$ cat src/rtl/pipeline_pkg.sv
// pipeline_pkg: definitions shared by the decode-side redirect logic and the fetch stage.
//   - opcode constants for the 16-bit ISA
//   - pc_src encodings (pc_src_e)
//   - the canonical NOP used to squash a killed fetch
//   - helpers telling which register fields an opcode reads (load-use detection)
package pipeline_pkg;

    localparam logic [3:0] OP_ADD  = 4'h0;
    localparam logic [3:0] OP_LW   = 4'h6;
    localparam logic [3:0] OP_BEQ  = 4'h9;
    localparam logic [3:0] OP_BNE  = 4'hA;
    localparam logic [3:0] OP_JMP  = 4'hC;
    localparam logic [3:0] OP_CALL = 4'hD;
    localparam logic [3:0] OP_RET  = 4'hE;

    typedef enum logic [1:0] {
        PCSRC_SEQ = 2'd0,
        PCSRC_J   = 2'd1,
        PCSRC_I   = 2'd2,
        PCSRC_RET = 2'd3
    } pc_src_e;

    // ADD R1, R1, R0: architecturally a no-op.
    localparam logic [15:0] NOP_INSTR = {OP_ADD, 3'd1, 3'd1, 3'd0, 3'b000};

    // Field [11:9] is a source only for the compare-and-branch opcodes.
    function automatic logic op_reads_rd(input logic [3:0] op);
        return (op == OP_BEQ) || (op == OP_BNE);
    endfunction

    // Field [8:6] is a source for branches, ALU ops and load base; RET reads it
    // only when the return target comes from the link register instead of the RAS.
    function automatic logic op_reads_rs1(input logic [3:0] op, input logic ras_en);
        return (op == OP_BEQ) || (op == OP_BNE) || (op == OP_ADD) || (op == OP_LW) ||
               ((op == OP_RET) && !ras_en);
    endfunction

endpackage

$ cat src/rtl/fetch_redirect_ctrl_if.sv
// fetch_redirect_ctrl_if: bundle between the IF/ID register, the EX hazard source and
// the fetch stage redirect inputs.
//   master: the redirect controller (reads ID/EX state, drives redirect + RAS status)
//   slave : the surrounding pipeline (drives ID/EX state, consumes redirect)
interface fetch_redirect_ctrl_if #(
    parameter int unsigned RAS_DEPTH = 4
);
    localparam int unsigned CntW = $clog2(RAS_DEPTH) + 1;

    logic [15:0]     id_instr;
    logic [15:0]     id_npc;
    logic [15:0]     rd_val;
    logic [15:0]     rs1_val;
    logic            ex_is_load;
    logic [2:0]      ex_rd;

    logic [1:0]      pc_src;
    logic [15:0]     j_type_imm;
    logic [15:0]     i_type_imm;
    logic [15:0]     return_address;
    logic            stall;
    logic            kill;
    logic [CntW-1:0] ras_count;
    logic            ras_overflow;
    logic            ras_underflow;

    modport master (
        input  id_instr, id_npc, rd_val, rs1_val, ex_is_load, ex_rd,
        output pc_src, j_type_imm, i_type_imm, return_address, stall, kill,
               ras_count, ras_overflow, ras_underflow
    );

    modport slave (
        output id_instr, id_npc, rd_val, rs1_val, ex_is_load, ex_rd,
        input  pc_src, j_type_imm, i_type_imm, return_address, stall, kill,
               ras_count, ras_overflow, ras_underflow
    );

endinterface

$ cat src/rtl/return_addr_stack.sv
// return_addr_stack: circular return-address stack.
//   clk, reset   : clock, asynchronous active-high reset (empties stack, clears flags)
//   push_i       : push push_data_i; when full the oldest entry is overwritten
//   pop_i        : pop the top entry; when empty nothing moves and underflow is flagged
//   top_o        : current top of stack, 0 when empty
//   count_o      : number of valid entries (saturates at RAS_DEPTH)
//   overflow_o   : sticky, push while full
//   underflow_o  : sticky, pop while empty
module return_addr_stack #(
    parameter int unsigned RAS_DEPTH = 4
) (
    input  logic                         clk,
    input  logic                         reset,
    input  logic                         push_i,
    input  logic                         pop_i,
    input  logic [15:0]                  push_data_i,
    output logic [15:0]                  top_o,
    output logic [$clog2(RAS_DEPTH):0]   count_o,
    output logic                         overflow_o,
    output logic                         underflow_o
);
    localparam int unsigned PtrW = $clog2(RAS_DEPTH);
    localparam int unsigned CntW = PtrW + 1;

    logic [15:0]     mem_q [RAS_DEPTH];
    logic [PtrW-1:0] wptr_q, wptr_d;
    logic [CntW-1:0] count_q, count_d;
    logic            ovf_q, ovf_d;
    logic            unf_q, unf_d;
    logic            full, empty;

    assign full  = (count_q == CntW'(RAS_DEPTH));
    assign empty = (count_q == '0);

    // wptr_q is the next write slot; with a full stack it also points at the
    // oldest entry, so a wrapping push overwrites exactly that one.
    always_comb begin
        wptr_d  = wptr_q;
        count_d = count_q;
        ovf_d   = ovf_q;
        unf_d   = unf_q;
        if (push_i) begin
            wptr_d = wptr_q + PtrW'(1);
            if (full) begin
                ovf_d = 1'b1;
            end else begin
                count_d = count_q + CntW'(1);
            end
        end else if (pop_i) begin
            if (empty) begin
                unf_d = 1'b1;
            end else begin
                wptr_d  = wptr_q - PtrW'(1);
                count_d = count_q - CntW'(1);
            end
        end
    end

    always_ff @(posedge clk or posedge reset) begin
        if (reset) begin
            wptr_q  <= '0;
            count_q <= '0;
            ovf_q   <= 1'b0;
            unf_q   <= 1'b0;
        end else begin
            wptr_q  <= wptr_d;
            count_q <= count_d;
            ovf_q   <= ovf_d;
            unf_q   <= unf_d;
        end
    end

    // Storage needs no reset: count_q masks stale entries.
    always_ff @(posedge clk) begin
        if (push_i && !reset) begin
            mem_q[wptr_q] <= push_data_i;
        end
    end

    assign top_o       = empty ? 16'h0000 : mem_q[wptr_q - PtrW'(1)];
    assign count_o     = count_q;
    assign overflow_o  = ovf_q;
    assign underflow_o = unf_q;

endmodule

$ cat src/rtl/fetch_redirect_ctrl.sv
// fetch_redirect_ctrl: ID-stage control-flow resolution driving the fetch redirect.
//   clk, reset : clock, asynchronous active-high reset
//   frc        : fetch_redirect_ctrl_if.master
//                in : id_instr, id_npc, rd_val, rs1_val, ex_is_load, ex_rd
//                out: pc_src, j_type_imm, i_type_imm, return_address, stall, kill,
//                     ras_count, ras_overflow, ras_underflow
// Build option: define FRC_RAS_EN to build the return-address stack. Without it RET
// jumps to rs1_val (link register), CALL pushes nothing and the RAS status reads 0.
module fetch_redirect_ctrl
    import pipeline_pkg::*;
#(
    parameter int unsigned RAS_DEPTH = 4
) (
    input  logic                    clk,
    input  logic                    reset,
    fetch_redirect_ctrl_if.master   frc
);
`ifdef FRC_RAS_EN
    localparam logic RasEn = 1'b1;
`else
    localparam logic RasEn = 1'b0;
`endif

    logic [3:0] opcode;
    logic [2:0] rd_f;
    logic [2:0] rs1_f;
    logic [5:0] imm6;
    logic [11:0] off12;
    logic       hazard;
    logic       stall_d, stall_q;
    pc_src_e    pc_sel;

    assign opcode = frc.id_instr[15:12];
    assign rd_f   = frc.id_instr[11:9];
    assign rs1_f  = frc.id_instr[8:6];
    assign imm6   = frc.id_instr[5:0];
    assign off12  = frc.id_instr[11:0];

    assign frc.j_type_imm = {frc.id_npc[15:12], off12};
    assign frc.i_type_imm = frc.id_npc + {{10{imm6[5]}}, imm6};

    assign hazard = frc.ex_is_load &&
                    ((op_reads_rd(opcode) && (frc.ex_rd == rd_f)) ||
                     (op_reads_rs1(opcode, RasEn) && (frc.ex_rd == rs1_f)));

    // stall_q blocks a second stall on the same hazard: the load has moved on.
    assign stall_d = !reset && !stall_q && hazard;

    always_comb begin
        pc_sel = PCSRC_SEQ;
        case (opcode)
            OP_JMP:  pc_sel = PCSRC_J;
            OP_CALL: pc_sel = PCSRC_J;
            OP_RET:  pc_sel = PCSRC_RET;
            OP_BEQ:  if (frc.rd_val == frc.rs1_val) pc_sel = PCSRC_I;
            OP_BNE:  if (frc.rd_val != frc.rs1_val) pc_sel = PCSRC_I;
            default: pc_sel = PCSRC_SEQ;
        endcase
        // A stalled instruction is re-presented next cycle and acts then.
        if (stall_d || reset) begin
            pc_sel = PCSRC_SEQ;
        end
    end

    assign frc.pc_src = pc_sel;
    assign frc.kill   = (pc_sel != PCSRC_SEQ);
    assign frc.stall  = stall_d;

    always_ff @(posedge clk or posedge reset) begin
        if (reset) begin
            stall_q <= 1'b0;
        end else begin
            stall_q <= stall_d;
        end
    end

`ifdef FRC_RAS_EN
    logic        ras_push;
    logic        ras_pop;
    logic [15:0] ras_top;

    assign ras_push = (opcode == OP_CALL) && !stall_d && !reset;
    assign ras_pop  = (opcode == OP_RET) && !stall_d && !reset;

    return_addr_stack #(
        .RAS_DEPTH (RAS_DEPTH)
    ) u_ras (
        .clk         (clk),
        .reset       (reset),
        .push_i      (ras_push),
        .pop_i       (ras_pop),
        .push_data_i (frc.id_npc),
        .top_o       (ras_top),
        .count_o     (frc.ras_count),
        .overflow_o  (frc.ras_overflow),
        .underflow_o (frc.ras_underflow)
    );

    assign frc.return_address = ras_top;
`else
    localparam int unsigned CntW = $clog2(RAS_DEPTH) + 1;

    assign frc.return_address = reset ? 16'h0000 : frc.rs1_val;
    assign frc.ras_count      = {CntW{1'b0}};
    assign frc.ras_overflow   = 1'b0;
    assign frc.ras_underflow  = 1'b0;
`endif

endmodule

$ cat src/flat_wrapper.sv
// flat-port wrapper written by rule: the top's interface ports become plain ports
module fetch_redirect_ctrl_flat import pipeline_pkg::*;
#(
    parameter int unsigned RAS_DEPTH = 4
)
  (clk, reset, frc_id_instr, frc_id_npc, frc_rd_val, frc_rs1_val, frc_ex_is_load, frc_ex_rd, frc_pc_src, frc_j_type_imm, frc_i_type_imm, frc_return_address, frc_stall, frc_kill, frc_ras_count, frc_ras_overflow, frc_ras_underflow);
  fetch_redirect_ctrl_if #(.RAS_DEPTH(RAS_DEPTH)) frc_i ();
  input  logic clk;
  input  logic reset;
  input wire logic [$bits(frc_i.id_instr)-1:0] frc_id_instr;
  input wire logic [$bits(frc_i.id_npc)-1:0] frc_id_npc;
  input wire logic [$bits(frc_i.rd_val)-1:0] frc_rd_val;
  input wire logic [$bits(frc_i.rs1_val)-1:0] frc_rs1_val;
  input wire logic [$bits(frc_i.ex_is_load)-1:0] frc_ex_is_load;
  input wire logic [$bits(frc_i.ex_rd)-1:0] frc_ex_rd;
  output wire logic [$bits(frc_i.pc_src)-1:0] frc_pc_src;
  output wire logic [$bits(frc_i.j_type_imm)-1:0] frc_j_type_imm;
  output wire logic [$bits(frc_i.i_type_imm)-1:0] frc_i_type_imm;
  output wire logic [$bits(frc_i.return_address)-1:0] frc_return_address;
  output wire logic [$bits(frc_i.stall)-1:0] frc_stall;
  output wire logic [$bits(frc_i.kill)-1:0] frc_kill;
  output wire logic [$bits(frc_i.ras_count)-1:0] frc_ras_count;
  output wire logic [$bits(frc_i.ras_overflow)-1:0] frc_ras_overflow;
  output wire logic [$bits(frc_i.ras_underflow)-1:0] frc_ras_underflow;
  assign frc_i.id_instr = frc_id_instr;
  assign frc_i.id_npc = frc_id_npc;
  assign frc_i.rd_val = frc_rd_val;
  assign frc_i.rs1_val = frc_rs1_val;
  assign frc_i.ex_is_load = frc_ex_is_load;
  assign frc_i.ex_rd = frc_ex_rd;
  assign frc_pc_src = frc_i.pc_src;
  assign frc_j_type_imm = frc_i.j_type_imm;
  assign frc_i_type_imm = frc_i.i_type_imm;
  assign frc_return_address = frc_i.return_address;
  assign frc_stall = frc_i.stall;
  assign frc_kill = frc_i.kill;
  assign frc_ras_count = frc_i.ras_count;
  assign frc_ras_overflow = frc_i.ras_overflow;
  assign frc_ras_underflow = frc_i.ras_underflow;
  fetch_redirect_ctrl #(.RAS_DEPTH(RAS_DEPTH)) u_core (.clk(clk), .reset(reset), .frc(frc_i));
endmodule
$ cat config.mk
export PLATFORM = sky130hd
export DESIGN_NAME = fetch_redirect_ctrl_flat
export DESIGN_NICKNAME = d
export VERILOG_FILES = /design/src/rtl/pipeline_pkg.sv /design/src/rtl/fetch_redirect_ctrl_if.sv /design/src/rtl/return_addr_stack.sv /design/src/rtl/fetch_redirect_ctrl.sv /design/src/flat_wrapper.sv
export SDC_FILE = /design/constraint.sdc
export NUM_CORES = 1
export LEC_CHECK = 0
export ABC_AREA = 1
export ABC_CLOCK_PERIOD_IN_PS = 3200
export CAP_MARGIN = 25
export CORE_UTILIZATION = 37
export CTS_BUF_LIST = sky130_fd_sc_hd__clkbuf_4 sky130_fd_sc_hd__clkbuf_8
export CTS_CLUSTER_SIZE = 14
export DETAILED_ROUTE_END_ITERATION = 8
export PLACE_DENSITY_LB_ADDON = 0.1
export SYNTH_ARGS = -nofsm -noshare
export SYNTH_HDL_FRONTEND = slang
export SYNTH_SLANG_ARGS = --single-unit
export TNS_END_PERCENT = 5
$ cat constraint.sdc
create_clock -name clk -period 3.2 [get_ports clk]
set_input_delay 0.32 -clock clk [delete_from_list [all_inputs] [get_ports clk]]
set_output_delay 0.32 -clock clk [all_outputs]
set_load 0.02 [all_outputs]
# [Yosys cells after proc, flatten, opt, wreduce, memory -nomap -nowiden]
# Cells that the tools add are included.
[classes] add_sub_neg=1 n_mul=0 n_div=0 n_lt_le_gt_ge=0 n_eq_ne=10 shift=0 mux=5 bitwise_logic=0 reduce_logical=16
[ops] cell="4-bit equality test, second input constant" count=5
[ops] cell="16-bit adder" count=1
[ops] cell="16-bit equality test" count=1
[ops] cell="16-bit 2-to-1 mux" count=1
[ops] cell="16-bit != test" count=1
[ops] cell="2-bit case mux with 4 select lines" count=1
[ops] cell="3-bit equality test" count=2
[ops] cell="1-bit logical OR" count=6
[ops] cell="2-bit 2-to-1 mux" count=3
[ops] cell="1-bit logical AND" count=5
[ops] cell="4-bit by 3-bit equality test with 1-bit output, second input constant" count=1
[ops] cell="4-bit logical NOT" count=1
[ops] cell="1-bit logical NOT" count=2
[ops] cell="2-bit nonzero test" count=1
[ops] cell="2-bit OR reduction" count=1
[totals] register_bits=1 latchBits=0 mem_bits_rw=0 romBits=0 input_bits=70 output_inout_bits=57 wordCells=33 n_memories=0

# [Depth between registers and ports, before layout]
[depth] word_depth=12 mapped_depth=11 mapped_depth_nobuf=11

# [Worst setup path after synthesis]
# OpenSTA, ideal clock, no wires.
[synth_timing] kind="input to output" startpoint="input port frc_id_npc[0]" endpoint="output port frc_i_type_imm[8]" t_arrival_ns=1.778 required_ns=2.880 path_slack_ns=1.102 path_stages=9 n_path_buf=0 path_cell_list="ha_1 > inv_1 > fa_1 > o21ai_2 > nand2_2 > nand2_2 > nand3_2 > nand2_1 > xor2_1"
[synth_between] elab_chain_len=1
[synth_rtl] item="start: declaration" line_no="flat_wrapper.sv:11" source="input wire logic [$bits(frc_i.id_npc)-1:0] frc_id_npc;"
[synth_rtl] item="16-bit adder" line_no="fetch_redirect_ctrl.sv:40" source="assign frc.i_type_imm = frc.id_npc + {{10{imm6[5]}}, imm6};"
[synth_rtl] item="end: declaration" line_no="flat_wrapper.sv:18" source="output wire logic [$bits(frc_i.i_type_imm)-1:0] frc_i_type_imm;"
# No other way between the ends.

# [Worst setup path in the final report]
[layout_timing] startpoint="input port frc_id_instr[5]" endpoint="output port frc_i_type_imm[13]"
[layout_between] elab_chain_len=1
[layout_rtl] item="start: declaration" line_no="flat_wrapper.sv:10" source="input wire logic [$bits(frc_i.id_instr)-1:0] frc_id_instr;"
[layout_rtl] item="16-bit adder" line_no="fetch_redirect_ctrl.sv:40"
# No other way between the ends.

==> out/summary.md <==
The number of cells traversed by the worst register-to-register path is 3. Using the TritonRoute via totals, the vias-per-cell ratio works out to 4.47. During synthesis, Yosys emitted a total of 0 warnings. The part of the power in registers is 2.4%. The most critical setup path has its startpoint at frc_id_instr[5]. The commonest cells after synthesis are 89 x sky130_fd_sc_hd__nand2_1, 52 x sky130_fd_sc_hd__inv_1, 39 x sky130_fd_sc_hd__nor2_1. At the end of the flow the core is filled with cells to 67.9%. The number of flip-flops in the largest register is 1, and the areal power density over the cells is 194 nW/um2. The die height is 67.7 um, and the total negative slack is 0 ns. After layout, the design draws a total of 0.000534 W. The number of pins with negative max-slew slack in the final report was 0; the number of inserted diodes was 0. In this run the tool buffered the top-level ports with 121 buffer cells. For the overflow left after global routing, the log shows 0. In this run the cell area of the synthesized design comes to 1600 um2. The run gives 2.88 ns as the required time at the endpoint of the critical path.

Summed over all nets, the half-perimeter wirelength after detailed placement is 3900 um. The via count of the first global-routing pass is 1,678. Setup repair after global routing left no endpoint under its margin. The relative area change from synthesis to final layout was 72.8%; the initial antenna violation count was 0.

The worst-case IR drop observed on VDD is 0.0830 mV. The worst-case hold path end point is u_core.stall_q$_DFF_PP0_. The total of max-cap violations is 0. The congestion estimate from routability-driven global placement came to 0.829. The number of cells produced by synthesis is 298, and the register bit total from synthesis is 1. Global routing used 17.3% of the available tracks across all layers. Final hold analysis gives a worst-case slack of 0.514 ns. The top cell type by area accounts for 20.9% of the synthesized area. By instance count, the leading cell after synthesis is sky130_fd_sc_hd__nand2_1.

Ranked by flip-flop count, first place goes to u_core.stall_q. The total area inside the core boundary comes to 4060 um2. The highest net fanout along the worst path is 7, and the internal power component is 0.000275 W. The final layout contains 492 nets.

The worst hold path was traced through 3 stages. The clock network is responsible for 0% of the overall power. The class of the worst hold path is reg2reg. The tools report the number of top-level design ports as 127. STA classifies the critical path startpoint as an input pin. Once the clock tree was built, the setup fixing pass inserted 0 buffers.

Entering global routing, the biggest net connects 13 pins. The setup check on the worst reg-to-reg path leaves a slack of 2.40 ns. Clock latency on the worst-skew pair, taken at its later pin, is 0 ns.

The startpoint identified for the worst register-to-register timing path is u_core.stall_q$_DFF_PP0_. The analysis attributes to net switching a power of 0.000259 W. The worst register-to-register path ends at u_core.stall_q$_DFF_PP0_.

The category of the worst setup path capture point was a primary output. For this run, the leading register cell type out of synthesis is sky130_fd_sc_hd__dfrtp_1. For this run, the top clock speed supported by timing is 330 MHz. The largest registers in the layout are u_core.stall_q (1). Cell row count: 23. The post-route netlist has 4.46% of its cells at a drive strength greater than 1. For the starting density of the core, the log shows 39.3%. Summing the sequential cell areas from Yosys gives 1.57% of the chip area. The biggest area consumer among synthesized cells is sky130_fd_sc_hd__nand2_1.

The run finished with clean final reports. For the final database, setup skew stands at 0 ns. The hold-fix buffer count after cts was 0; the fraction of power spent switching nets was 48.5%. The synthesized design contains 0 enable-type register cells.

The routed design has 4370 um of wire. The final count of hold timing violations was 0; the period utilization was 94.8%. The endpoint arrival time on the critical path is 2.71 ns, and the final routed wire length divided by cell count is 9.63 um.

The first global-routing pass estimated 6460 um of wire. After clock tree synthesis, the clock-pin slew on the worst setup and hold paths is 0 ns. The floorplan step defined a die boundary enclosing 4580 um2. In the routed design, unresolved DRC markers number 0. After synthesis, the share of flip-flops with an asynchronous set or reset is 100%. The tools report the number of routed nets with antenna violations as 0. Combinational logic burns 97.6% of the power. Setup violations remaining at the end of the flow were counted as 0. The startpoint identified for the worst hold timing path is u_core.stall_q$_DFF_PP0_. The detailed-routing iteration count for the pre-antenna-repair pass came out at 4. In this run, distinct cell masters in the synthesized netlist total 31. Average footprint of a synthesized cell: 5.35 um2.

The run gives 2,028 as the via count. The smallest clock period supported by the final layout is computed as 3.03 ns. Chip width: 67.7 um. The critical setup path kind was in2out. For the static leakage power, the log shows 1.46 nW.

The number of DRC markers in iteration 0 came out at 32. By area the synthesized netlist is led by sky130_fd_sc_hd__nand2_1 21%, sky130_fd_sc_hd__inv_1 12%, sky130_fd_sc_hd__ha_1 12%.
cell usage in the layout (no fill, tap or decap), types with 2 or more instances in the layout:
cell	netlist	layout
sky130_fd_sc_hd__buf_4	21	4
sky130_fd_sc_hd__xor2_1	10	10
sky130_fd_sc_hd__a21o_1	3	3
sky130_fd_sc_hd__ha_1	15	15
sky130_fd_sc_hd__o21ai_1	1	2
sky130_fd_sc_hd__nor2_1	39	39
sky130_fd_sc_hd__xnor2_1	8	8
sky130_fd_sc_hd__nor2_2	2	2
sky130_fd_sc_hd__conb_1	1	5
sky130_fd_sc_hd__nand3b_1	2	2
sky130_fd_sc_hd__inv_1	52	52
sky130_fd_sc_hd__nand3_1	10	10
sky130_fd_sc_hd__o21ai_0	5	4
sky130_fd_sc_hd__nand2_2	6	6
sky130_fd_sc_hd__a21oi_1	16	16
sky130_fd_sc_hd__nand2_1	89	89
sky130_fd_sc_hd__clkdlybuf4s50_1	0	118
sky130_fd_sc_hd__nand4_1	3	3
sky130_fd_sc_hd__dlymetal6s2s_1	0	3
worst max-delay path, stage by stage:
cell and delay, ns:
sky130_fd_sc_hd__clkdlybuf4s50_1 0.53, sky130_fd_sc_hd__buf_4 0.23, sky130_fd_sc_hd__ha_1 0.34, sky130_fd_sc_hd__a21oi_1 0.20, sky130_fd_sc_hd__o21ai_0 0.11, sky130_fd_sc_hd__a31oi_1 0.20, sky130_fd_sc_hd__nand3_1 0.10, sky130_fd_sc_hd__nand2_1 0.08
sky130_fd_sc_hd__clkdlybuf4s50_1 0.59
metrics by stage:
step / setup WS, ns / instance area (um2) / instances
after CTS: 0.136 / 2750 / 454
after global placement: 0.172 / 2750 / 454
after floorplan: 1.10 / 1610 / 302
final: 0.168 / 2760 / 454
after global routing: 0.00522 / 2760 / 454
after detailed placement: 0.147 / 2750 / 454
timing repair:
action | in CTS | in global routing
setup endpoints to repair | 0 | 3
gates resized for setup | 0 | 4
endpoints found under the hold margin | 0 | 0
worst max-delay path by stage:
stage	cells after the start	end
floorplan	9	frc_i_type_imm[8]
global placement	9	frc_i_type_imm[12]
detailed placement	11	frc_i_type_imm[8]
CTS	11	frc_i_type_imm[8]
global route	9	frc_i_type_imm[13]
finish	9	frc_i_type_imm[13]
cells by family after synthesis:
| logic type | after synthesis | synth area share (%) |
|---|---|---|
| simple gates | 157 | 41.6 |
| xor+xnor | 18 | 9.88 |
| flops | 1 | 1.57 |
| other cells | 1 | 0.235 |
| fa+ha+maj | 16 | 13.0 |
| compound gates | 30 | 11.1 |
| buf+inv | 75 | 22.6 |
per-layer routing:
metal | global-route usage (%) | wire length, um | vias to the layer above
met3 | 3.04 | 357 | 0
met5 | 0 | 0 | -
met2 | 35.1 | 2230 | 70
met1 | 19.2 | 1780 | 847
li1 | - | - | 1111
met4 | 0 | 0 | 0
power by group through the flow:
stage / logic (W) / clock network (W) / registers [W]
finish: 0.000521 / 0 / 0.0000131
global route: 0.000568 / 0 / 0.0000131
CTS: 0.000527 / 0 / 0.0000131
detailed placement: 0.000525 / 0 / 0.0000131
global placement: 0.000520 / 0 / 0.0000131
floorplan: 0.000291 / 0 / 0.0000131
layout make-up:
cell class	count	area (um2)
Inverter	52	195
Sequential cell	1	25.0
Multi-Input combinational cell	226	1220
Fill cell	390	1300
Timing Repair Buffer	125	1250
Tap cell	50	62.6
(Power assumes the default switching activity.)
